==> src/rtl/morse_ram_arbiter_pkg.sv <==
// Shared definitions for the morse game blocks: phase encodings used by the
// top-level game FSM, the arbiter FSM state encoding and the RAM geometry.
package morse_pkg;

    localparam int unsigned DEPTH = 16;
    localparam int unsigned AW    = 4;
    localparam int unsigned DW    = 10;
    localparam int unsigned LW    = AW + 1;  // holds 0..DEPTH

    typedef enum logic [1:0] {
        PH_START  = 2'd0,
        PH_P1     = 2'd1,
        PH_P2     = 2'd2,
        PH_RESULT = 2'd3
    } phase_t;

    typedef enum logic [1:0] {
        ST_IDLE    = 2'd0,
        ST_ISSUE   = 2'd1,
        ST_CAPTURE = 2'd2
    } state_t;

    typedef enum logic [1:0] {
        SRC_WR   = 2'd0,
        SRC_RD   = 2'd1,
        SRC_DISP = 2'd2
    } src_t;

endpackage

==> src/rtl/morse_ram_arbiter_if.sv <==
// Bundle of every requester, status and RAM-pin signal around the arbiter.
//   slave  : the arbiter (drives acks, read data, status and RAM pins)
//   master : game FSM, players, display and the RAM (drive requests and ram_q)
interface morse_ram_arbiter_if;
    import morse_pkg::*;

    phase_t          phase;
    logic            wr_req;
    logic [DW-1:0]   wr_data;
    logic            wr_ack;
    logic            rd_req;
    logic            rd_ack;
    logic            rd_valid;
    logic [DW-1:0]   rd_data;
    logic            disp_req;
    logic [AW-1:0]   disp_addr;
    logic            disp_ack;
    logic            disp_valid;
    logic [DW-1:0]   disp_data;
    logic [AW-1:0]   ram_addr;
    logic [DW-1:0]   ram_data;
    logic            ram_wren;
    logic [DW-1:0]   ram_q;
    logic [AW:0]     length;
    logic            full;
    logic            empty;
    logic            rd_done;
    logic            overflow;

    modport slave (
        input  phase, wr_req, wr_data, rd_req, disp_req, disp_addr, ram_q,
        output wr_ack, rd_ack, rd_valid, rd_data, disp_ack, disp_valid, disp_data,
               ram_addr, ram_data, ram_wren, length, full, empty, rd_done, overflow
    );

    modport master (
        output phase, wr_req, wr_data, rd_req, disp_req, disp_addr, ram_q,
        input  wr_ack, rd_ack, rd_valid, rd_data, disp_ack, disp_valid, disp_data,
               ram_addr, ram_data, ram_wren, length, full, empty, rd_done, overflow
    );

endinterface

==> src/rtl/morse_ram_arbiter_rr_arb2.sv <==
// Two-way round-robin picker. req[0] = player, req[1] = display.
// Ports: clock, reset (sync, active high), req, update (commit the grant),
//        grant_c (combinational one-hot grant).
module rr_arb2 (
    input  logic       clock,
    input  logic       reset,
    input  logic [1:0] req,
    input  logic       update,
    output logic [1:0] grant_c
);

    logic last_disp;

    // On contention the side not served last wins.
    always_comb begin
        grant_c = req;
        if (req == 2'b11) begin
            grant_c = last_disp ? 2'b01 : 2'b10;
        end
    end

    always_ff @(posedge clock) begin
        if (reset) begin
            last_disp <= 1'b0;
        end else if (update) begin
            last_disp <= grant_c[1];
        end
    end

endmodule

==> src/rtl/morse_ram_arbiter.sv <==
// Shares the 16 x 10-bit morse RAM between the player-1 writer, the player-2
// sequential reader and the display random reader. Owns the write pointer
// (which is the code length) and the player-2 read pointer, gates the player
// ports by game phase and solely drives the RAM pins.
// Ports: clock, reset (sync, active high), bus (slave side of
//        morse_ram_arbiter_if: requests, acks, read data, status, RAM pins).
module morse_ram_arbiter
    import morse_pkg::*;
(
    input  logic                clock,
    input  logic                reset,
    morse_ram_arbiter_if.slave  bus
);

    state_t          state, state_n;
    src_t            src;
    phase_t          prev_phase;
    logic [LW-1:0]   wr_ptr, rd_ptr, wr_ptr_n, rd_ptr_n;
    logic [LW-1:0]   len_eff, rd_ptr_eff;
    logic            wr_legal, rd_legal, disp_legal;
    logic [1:0]      grant_c;
    logic            grant_wr, grant_rd, grant_disp;
    logic            overflow_n, disp_oob;
    logic            full_q, empty_q, rd_done_q, overflow_q;
    logic            wr_ack_q, rd_ack_q, disp_ack_q;
    logic            rd_valid_q, disp_valid_q, ram_wren_q;
    logic [AW-1:0]   ram_addr_q;
    logic [DW-1:0]   ram_data_q, rd_data_q, disp_data_q;

    // Phase-dependent pointer clears and request qualification; only in IDLE,
    // so a phase change never disturbs an in-flight transaction.
    always_comb begin
        len_eff    = wr_ptr;
        rd_ptr_eff = rd_ptr;
        wr_legal   = 1'b0;
        rd_legal   = 1'b0;
        disp_legal = 1'b0;
        overflow_n = 1'b0;
        if (state == ST_IDLE) begin
            if (bus.phase == PH_START) begin
                len_eff    = '0;
                rd_ptr_eff = '0;
            end
            if (bus.phase == PH_P2 && prev_phase != PH_P2) begin
                rd_ptr_eff = '0;
            end
            wr_legal   = (bus.phase == PH_P1) && bus.wr_req && !full_q;
            rd_legal   = (bus.phase == PH_P2) && bus.rd_req && (rd_ptr_eff != len_eff);
            disp_legal = bus.disp_req;
            overflow_n = (bus.phase == PH_P1) && bus.wr_req && full_q;
        end
    end

    rr_arb2 u_arb (
        .clock   (clock),
        .reset   (reset),
        .req     ({disp_legal, wr_legal | rd_legal}),
        .update  (|grant_c),
        .grant_c (grant_c)
    );

    always_ff @(posedge clock) begin
        if (reset) begin
            state <= ST_IDLE;
        end else begin
            state <= state_n;
        end
    end

    // Next state and grant decode.
    always_comb begin
        state_n    = state;
        grant_wr   = 1'b0;
        grant_rd   = 1'b0;
        grant_disp = 1'b0;
        case (state)
            ST_IDLE: begin
                if (grant_c[1]) begin
                    grant_disp = 1'b1;
                    state_n    = ST_ISSUE;
                end else if (grant_c[0]) begin
                    grant_wr = wr_legal;
                    grant_rd = rd_legal;
                    state_n  = ST_ISSUE;
                end
            end
            ST_ISSUE:   state_n = (src == SRC_WR) ? ST_IDLE : ST_CAPTURE;
            ST_CAPTURE: state_n = ST_IDLE;
            default:    state_n = ST_IDLE;
        endcase
    end

    // Pointer advance at the end of ISSUE.
    always_comb begin
        wr_ptr_n = len_eff;
        rd_ptr_n = rd_ptr_eff;
        if (state == ST_ISSUE && src == SRC_WR) begin
            wr_ptr_n = wr_ptr + LW'(1);
        end
        if (state == ST_ISSUE && src == SRC_RD) begin
            rd_ptr_n = rd_ptr + LW'(1);
        end
    end

    // Grant latch, RAM pins, read capture and status flags.
    always_ff @(posedge clock) begin
        if (reset) begin
            src          <= SRC_WR;
            prev_phase   <= PH_START;
            wr_ptr       <= '0;
            rd_ptr       <= '0;
            full_q       <= 1'b0;
            empty_q      <= 1'b1;
            rd_done_q    <= 1'b1;
            overflow_q   <= 1'b0;
            wr_ack_q     <= 1'b0;
            rd_ack_q     <= 1'b0;
            disp_ack_q   <= 1'b0;
            rd_valid_q   <= 1'b0;
            disp_valid_q <= 1'b0;
            ram_wren_q   <= 1'b0;
            ram_addr_q   <= '0;
            ram_data_q   <= '0;
            rd_data_q    <= '0;
            disp_data_q  <= '0;
            disp_oob     <= 1'b0;
        end else begin
            wr_ack_q     <= 1'b0;
            rd_ack_q     <= 1'b0;
            disp_ack_q   <= 1'b0;
            rd_valid_q   <= 1'b0;
            disp_valid_q <= 1'b0;
            ram_wren_q   <= 1'b0;
            overflow_q   <= overflow_n;
            wr_ptr       <= wr_ptr_n;
            rd_ptr       <= rd_ptr_n;
            full_q       <= (wr_ptr_n == LW'(DEPTH));
            empty_q      <= (wr_ptr_n == '0);
            rd_done_q    <= (rd_ptr_n == wr_ptr_n);
            if (state == ST_IDLE) begin
                prev_phase <= bus.phase;
            end
            if (grant_wr) begin
                src        <= SRC_WR;
                ram_addr_q <= wr_ptr[AW-1:0];
                ram_data_q <= bus.wr_data;
                ram_wren_q <= 1'b1;
                wr_ack_q   <= 1'b1;
            end
            if (grant_rd) begin
                src        <= SRC_RD;
                ram_addr_q <= rd_ptr_eff[AW-1:0];
                rd_ack_q   <= 1'b1;
            end
            if (grant_disp) begin
                src        <= SRC_DISP;
                ram_addr_q <= bus.disp_addr;
                disp_ack_q <= 1'b1;
                // Addresses past the written code read back as zero.
                disp_oob   <= ({1'b0, bus.disp_addr} >= len_eff);
            end
            if (state == ST_CAPTURE) begin
                if (src == SRC_RD) begin
                    rd_valid_q <= 1'b1;
                    rd_data_q  <= bus.ram_q;
                end else if (src == SRC_DISP) begin
                    disp_valid_q <= 1'b1;
                    disp_data_q  <= disp_oob ? '0 : bus.ram_q;
                end
            end
        end
    end

    assign bus.wr_ack     = wr_ack_q;
    assign bus.rd_ack     = rd_ack_q;
    assign bus.rd_valid   = rd_valid_q;
    assign bus.rd_data    = rd_data_q;
    assign bus.disp_ack   = disp_ack_q;
    assign bus.disp_valid = disp_valid_q;
    assign bus.disp_data  = disp_data_q;
    assign bus.ram_addr   = ram_addr_q;
    assign bus.ram_data   = ram_data_q;
    assign bus.ram_wren   = ram_wren_q;
    assign bus.length     = wr_ptr;
    assign bus.full       = full_q;
    assign bus.empty      = empty_q;
    assign bus.rd_done    = rd_done_q;
    assign bus.overflow   = overflow_q;

endmodule

==> src/flat_wrapper.sv <==
// flat-port wrapper written by rule: the top's interface ports become plain ports
module morse_ram_arbiter_flat import morse_pkg::*;
  (clock, reset, bus_phase, bus_wr_req, bus_wr_data, bus_rd_req, bus_disp_req, bus_disp_addr, bus_ram_q, bus_wr_ack, bus_rd_ack, bus_rd_valid, bus_rd_data, bus_disp_ack, bus_disp_valid, bus_disp_data, bus_ram_addr, bus_ram_data, bus_ram_wren, bus_length, bus_full, bus_empty, bus_rd_done, bus_overflow);
  morse_ram_arbiter_if bus_i ();
  input  logic clock;
  input  logic reset;
  input wire logic [$bits(bus_i.phase)-1:0] bus_phase;
  input wire logic [$bits(bus_i.wr_req)-1:0] bus_wr_req;
  input wire logic [$bits(bus_i.wr_data)-1:0] bus_wr_data;
  input wire logic [$bits(bus_i.rd_req)-1:0] bus_rd_req;
  input wire logic [$bits(bus_i.disp_req)-1:0] bus_disp_req;
  input wire logic [$bits(bus_i.disp_addr)-1:0] bus_disp_addr;
  input wire logic [$bits(bus_i.ram_q)-1:0] bus_ram_q;
  output wire logic [$bits(bus_i.wr_ack)-1:0] bus_wr_ack;
  output wire logic [$bits(bus_i.rd_ack)-1:0] bus_rd_ack;
  output wire logic [$bits(bus_i.rd_valid)-1:0] bus_rd_valid;
  output wire logic [$bits(bus_i.rd_data)-1:0] bus_rd_data;
  output wire logic [$bits(bus_i.disp_ack)-1:0] bus_disp_ack;
  output wire logic [$bits(bus_i.disp_valid)-1:0] bus_disp_valid;
  output wire logic [$bits(bus_i.disp_data)-1:0] bus_disp_data;
  output wire logic [$bits(bus_i.ram_addr)-1:0] bus_ram_addr;
  output wire logic [$bits(bus_i.ram_data)-1:0] bus_ram_data;
  output wire logic [$bits(bus_i.ram_wren)-1:0] bus_ram_wren;
  output wire logic [$bits(bus_i.length)-1:0] bus_length;
  output wire logic [$bits(bus_i.full)-1:0] bus_full;
  output wire logic [$bits(bus_i.empty)-1:0] bus_empty;
  output wire logic [$bits(bus_i.rd_done)-1:0] bus_rd_done;
  output wire logic [$bits(bus_i.overflow)-1:0] bus_overflow;
  assign bus_i.phase = bus_phase;
  assign bus_i.wr_req = bus_wr_req;
  assign bus_i.wr_data = bus_wr_data;
  assign bus_i.rd_req = bus_rd_req;
  assign bus_i.disp_req = bus_disp_req;
  assign bus_i.disp_addr = bus_disp_addr;
  assign bus_i.ram_q = bus_ram_q;
  assign bus_wr_ack = bus_i.wr_ack;
  assign bus_rd_ack = bus_i.rd_ack;
  assign bus_rd_valid = bus_i.rd_valid;
  assign bus_rd_data = bus_i.rd_data;
  assign bus_disp_ack = bus_i.disp_ack;
  assign bus_disp_valid = bus_i.disp_valid;
  assign bus_disp_data = bus_i.disp_data;
  assign bus_ram_addr = bus_i.ram_addr;
  assign bus_ram_data = bus_i.ram_data;
  assign bus_ram_wren = bus_i.ram_wren;
  assign bus_length = bus_i.length;
  assign bus_full = bus_i.full;
  assign bus_empty = bus_i.empty;
  assign bus_rd_done = bus_i.rd_done;
  assign bus_overflow = bus_i.overflow;
  morse_ram_arbiter u_core (.clock(clock), .reset(reset), .bus(bus_i));
endmodule
==> config.mk <==
export PLATFORM = sky130hd
export DESIGN_NAME = morse_ram_arbiter_flat
export DESIGN_NICKNAME = d
export VERILOG_FILES = /design/src/rtl/morse_ram_arbiter_pkg.sv /design/src/rtl/morse_ram_arbiter_if.sv /design/src/rtl/morse_ram_arbiter_rr_arb2.sv /design/src/rtl/morse_ram_arbiter.sv /design/src/flat_wrapper.sv
export SDC_FILE = /design/constraint.sdc
export NUM_CORES = 1
export LEC_CHECK = 0
export CORE_MARGIN = 2
export CORE_UTILIZATION = 30
export DETAILED_ROUTE_END_ITERATION = 10
export GPL_ROUTABILITY_DRIVEN = 0
export PLACE_DENSITY = 0.67
export SLEW_MARGIN = 30
export SYNTH_ARGS = -nofsm -noshare
export SYNTH_HDL_FRONTEND = slang
export SYNTH_HIERARCHICAL = 1
export SYNTH_SLANG_ARGS = --single-unit
export TNS_END_PERCENT = 10
==> constraint.sdc <==
create_clock -name clock -period 3.8 [get_ports clock]
set_clock_uncertainty 0.15 [all_clocks]
set_input_delay 0.76 -clock clock [delete_from_list [all_inputs] [get_ports clock]]
set_output_delay 0.76 -clock clock [all_outputs]
set_load 0.02 [all_outputs]
==> metrics.md <==
| Metric | Value |
|---|---|
| Critical path's top delay family | simple AND/OR/NAND/NOR gates |
| Finished Cell Area | 3880 sq um |
| Pwr Density | 370 nW/um^2 |
| Slew HR | 0.424 |
| Vias per std cell | 4.91 |
| Synth Instances | 313 |
| Pre-Repair DR Iteration Count | 4 |
| CTS clk-pin slew, worst paths | 0.06 ns |
| First-pass GRT wire length | 12000 microns |
| CP Data Required Time | 3.91 ns |
| Yosys cell types | 59 |
| Max incr delay on CP | 0.42 ns |
| Total core area | 9150 sq um |
| Final setup TNS | 0 ns |
| PostCTS Resize Cnt | 0 |
| Total die area | 10200 sq um |
| Max Slew Vio Count | 0 |
| Worst-case reg-to-reg path depth | 12 |
| Slowest-stage cell, CP | clkdlybuf4s50_1 |
| Worst Tran Pin Value | 0.864 ns |
| Worst r2r dst | u_core/bus.ram_data[6]$_SDFFE_PP0P_ |
| Hold-critical path depth | 2 |
| RR Startpoint | u_core/prev_phase[1]$_SDFFE_PP0N_ |
| Post-route ant nets | 0 |
| Status | finished, final reports clean |
| Die Span X | 101 microns |
| CTS Sinks | 61 |
| CP Capture Type | flop |
| CTS root buffer | clkbuf_8 |
| Setup slack, reg-to-reg | 0.80 ns |
| Vias post-DR | 2475 |
| Number of CTS-inserted buffers | 9 |
| Period utilization | 0.879 |
| Y dimension of the die | 101 microns |
| Arr. time, crit path | 3.45 ns |
| Yosys top cell area share | 0.434 |
| Post-synth EDFFs | 0 |
| Synth Warn # | 6 |
| Post-synthesis sequential area ratio | 0.434 |
| Starting Density | 0.308 |
| Total congestion overflow | 0 |
| HP Class | reg -> reg |
| Vias in the first global route | 2490 |
| Critical path class | in -> reg |
| Biggest area consumer among synthesized cells | dfxtp_1 |
| Post-route setup slack | 0.459 ns |
| Layout area overhead | 37.9% |
| Synthesized cell area | 2820 sq um |
| Synth async-reset ratio | 0 |
| Leak | 1.38 nW |
| Layout cell share with drive strength beyond 1 | 0.104 |
| Hold wc startpoint | u_core/bus.ram_data[0]$_SDFFE_PP0P_ |
| Primary FF master, synth | dfxtp_1 |
| CTS tree | yes |
| Hold Fails Final Rpt | 0 |
| Port Buf Inserts | 79 |
| MaxCap Viol Count | 0 |
| Peak supply drop | 0.208 mV |
| Final HPWL DP | 5460 microns |
| Largest net degree at the start of global routing | 50 |
| # rows | 35 |
| Hold endpoint | u_core/bus.ram_data[0]$_SDFFE_PP0P_ |
| Area contributors post-synth | dfxtp_1 (43%), nand2_1 (7.6%), a21oi_1 (4.4%) |
| # IOs | 80 |
| Critical path buffers and inverters | 2 |
| Avg Cell Area, Syn | 9.00 sq um |
| Tot GR Track Use | 0.150 |
| Post-DR wirelength/cell | 14.6 microns |
| Initial antenna violation count | 0 |
| Cells after DPL | 490 |
| Syn_nets | 350 |
| Post-CTS setup buffers | 0 |
| Crit path launch type | input pin |
| #FFs+latches synth | 61 |
| WL final | 7350 microns |
| Final non-filler cell total | 504 |
| CTS H-tree depth | 3 |
| Worst slack at placement | 0.132 ns |
| Worst-case clock buffer depth | 2 |
| Worst path cell trace | clkdlybuf4s50_1 > or2_2 > a221o_1 > o2111ai_2 > nand2_1 > nand2b_1 > a21boi_0 > nor2b_1 > buf_4 > and2_1 > nand2_1 > a21oi_1 |
| # diodes | 0 |
| DP Area | 3680 sq um |
| Clk Latency, worst-skew pair | 0.34 ns |
| Crit path time final | 3.34 ns |
| RSZ-0062 raised after global routing | false |
| Final #Nets | 427 |
| CP Max Fanout | 10 |
| Hold-fix buffers at CTS | 0 |
| Detailed Route Iter0 Violations | 99 |
| Critical path's most frequent cell | nand2_1 |
| Post-layout util | 0.424 |
| DR DRC count | 0 |
| Final setup vio count | 0 |
| FMAX | 0.299 GHz |
## worst max-delay path by stage
stage,from,to,depth (start not counted)
after CTS,bus_phase[1],u_core/bus.ram_data[6]$_SDFFE_PP0P_,12
after floorplan,bus_phase[0],u_core/bus.ram_addr[0]$_SDFFE_PP0P_,12
final,bus_phase[0],u_core/bus.ram_data[6]$_SDFFE_PP0P_,12
after global placement,bus_phase[0],u_core/bus.ram_data[4]$_SDFFE_PP0P_,12
after detailed placement,bus_phase[0],u_core/bus.ram_data[6]$_SDFFE_PP0P_,12
after global routing,bus_phase[0],u_core/bus.ram_data[2]$_SDFFE_PP0P_,12
## routing by layer
| layer | routed length, microns | share of wire | up-vias | track usage |
|---|---|---|---|---|
| met1 | 3340 | 0.45 | 1139 | 0.193 |
| met5 | 0 | 0 | - | 0 |
| met4 | 124 | 0.017 | 0 | 0.0582 |
| li1 | - | - | 1256 | - |
| met2 | 3420 | 0.47 | 69 | 0.232 |
| met3 | 460 | 0.063 | 11 | 0.0506 |
## worst register-to-register path: stages, from the launching register on
cell and delay, ns:
dfxtp_1 0.32, nor2b_2 0.20, or2_2 0.32, a221o_1 0.35, o2111ai_2 0.08, nand2_1 0.10
nand2b_1 0.12, a21boi_0 0.22, nor2b_1 0.24, buf_4 0.18, and2_1 0.38, nand2_1 0.12
a21oi_1 0.14
## state kept, by name, indices dropped and copies added, names as in the netlist, 2 cells and up
register,flops
u_core/bus.rd_data,10
u_core/bus.disp_data,10
u_core/prev_phase,2
u_core/bus.ram_data,10
u_core/bus.length,5
u_core/src,2
u_core/bus.ram_addr,4
u_core/rd_ptr,5
u_core/state,2
## cells in the mapped netlist, types with 2 or more instances
cell / count
a221o_1: 3
inv_1: 7
o21a_1: 3
o21ai_0: 7
and4bb_2: 3
o221a_1: 4
nand2b_1: 2
nand4_1: 7
dfxtp_1: 61
a21o_1: 3
o21ai_2: 2
nand3_1: 6
nor2b_1: 5
buf_1: 2
a21oi_4: 2
a32o_1: 4
xor2_1: 5
nor3b_2: 4
nor3b_1: 3
xnor2_1: 3
nand3b_1: 2
a31o_1: 2
buf_6: 3
or3_1: 4
a22o_1: 10
and3_1: 2
ha_1: 6
nand2_1: 57
buf_2: 3
clkbuf_1: 10
or2_2: 2
nor2_1: 20
and2_1: 6
a21oi_1: 25
## cell usage in the layout (no fill, tap or decap), types with 4 or more instances in the layout
| cell type | instances |
|---|---|
| buf_4 | 6 |
| dfxtp_1 | 61 |
| a21oi_1 | 25 |
| a22o_1 | 10 |
| ha_1 | 6 |
| nand4_1 | 7 |
| nor2_1 | 20 |
| and2_1 | 6 |
| xor2_1 | 5 |
| nor3b_2 | 4 |
| nand2_1 | 57 |
| o21ai_0 | 7 |
| a32o_1 | 4 |
| nor2b_1 | 5 |
| clkdlybuf4s50_1 | 78 |
| inv_1 | 7 |
| nand3_1 | 6 |
| o221a_1 | 4 |
| or3_1 | 4 |
| clkbuf_8 | 12 |
## report_power, final
part / total (mW) / internal [mW] / leakage (nW) / switching, mW
clock network: 0.582 / 0.350 / 0.102 / 0.232
logic: 0.180 / 0.0886 / 0.784 / 0.0911
registers: 0.676 / 0.658 / 0.494 / 0.0181
## area by class of cell
cell class                 instances  area, sq um
inverter                           7         26.3
clock inverter                     1         30.0
clock buffer                      13          169
sequential                        61         1220
tap                              111          139
multi-input combinational        226         1470
timing repair buffer              85          831
fill                             899         5270
## through the flow
step	hold WS, ns	power (mW)
final	0.303	1.44
after floorplan	0.276	0.794
after detailed placement	0.300	0.869
after global routing	0.335	1.50
after global placement	0.292	0.866
after CTS	0.305	1.46
## cell families after synthesis
group / count (synthesis) / synth area share
XOR/XNOR: 8 / 0.0249
buffers and inverters: 26 / 0.0453
AND/OR/NAND/NOR: 135 / 0.258
AO/OA/AOI/OAI: 75 / 0.204
multiplexers: 2 / 0.00755
adder cells (fa/ha/maj): 6 / 0.0267
flip-flops: 61 / 0.434
Power figures use the tool's default switching activity.
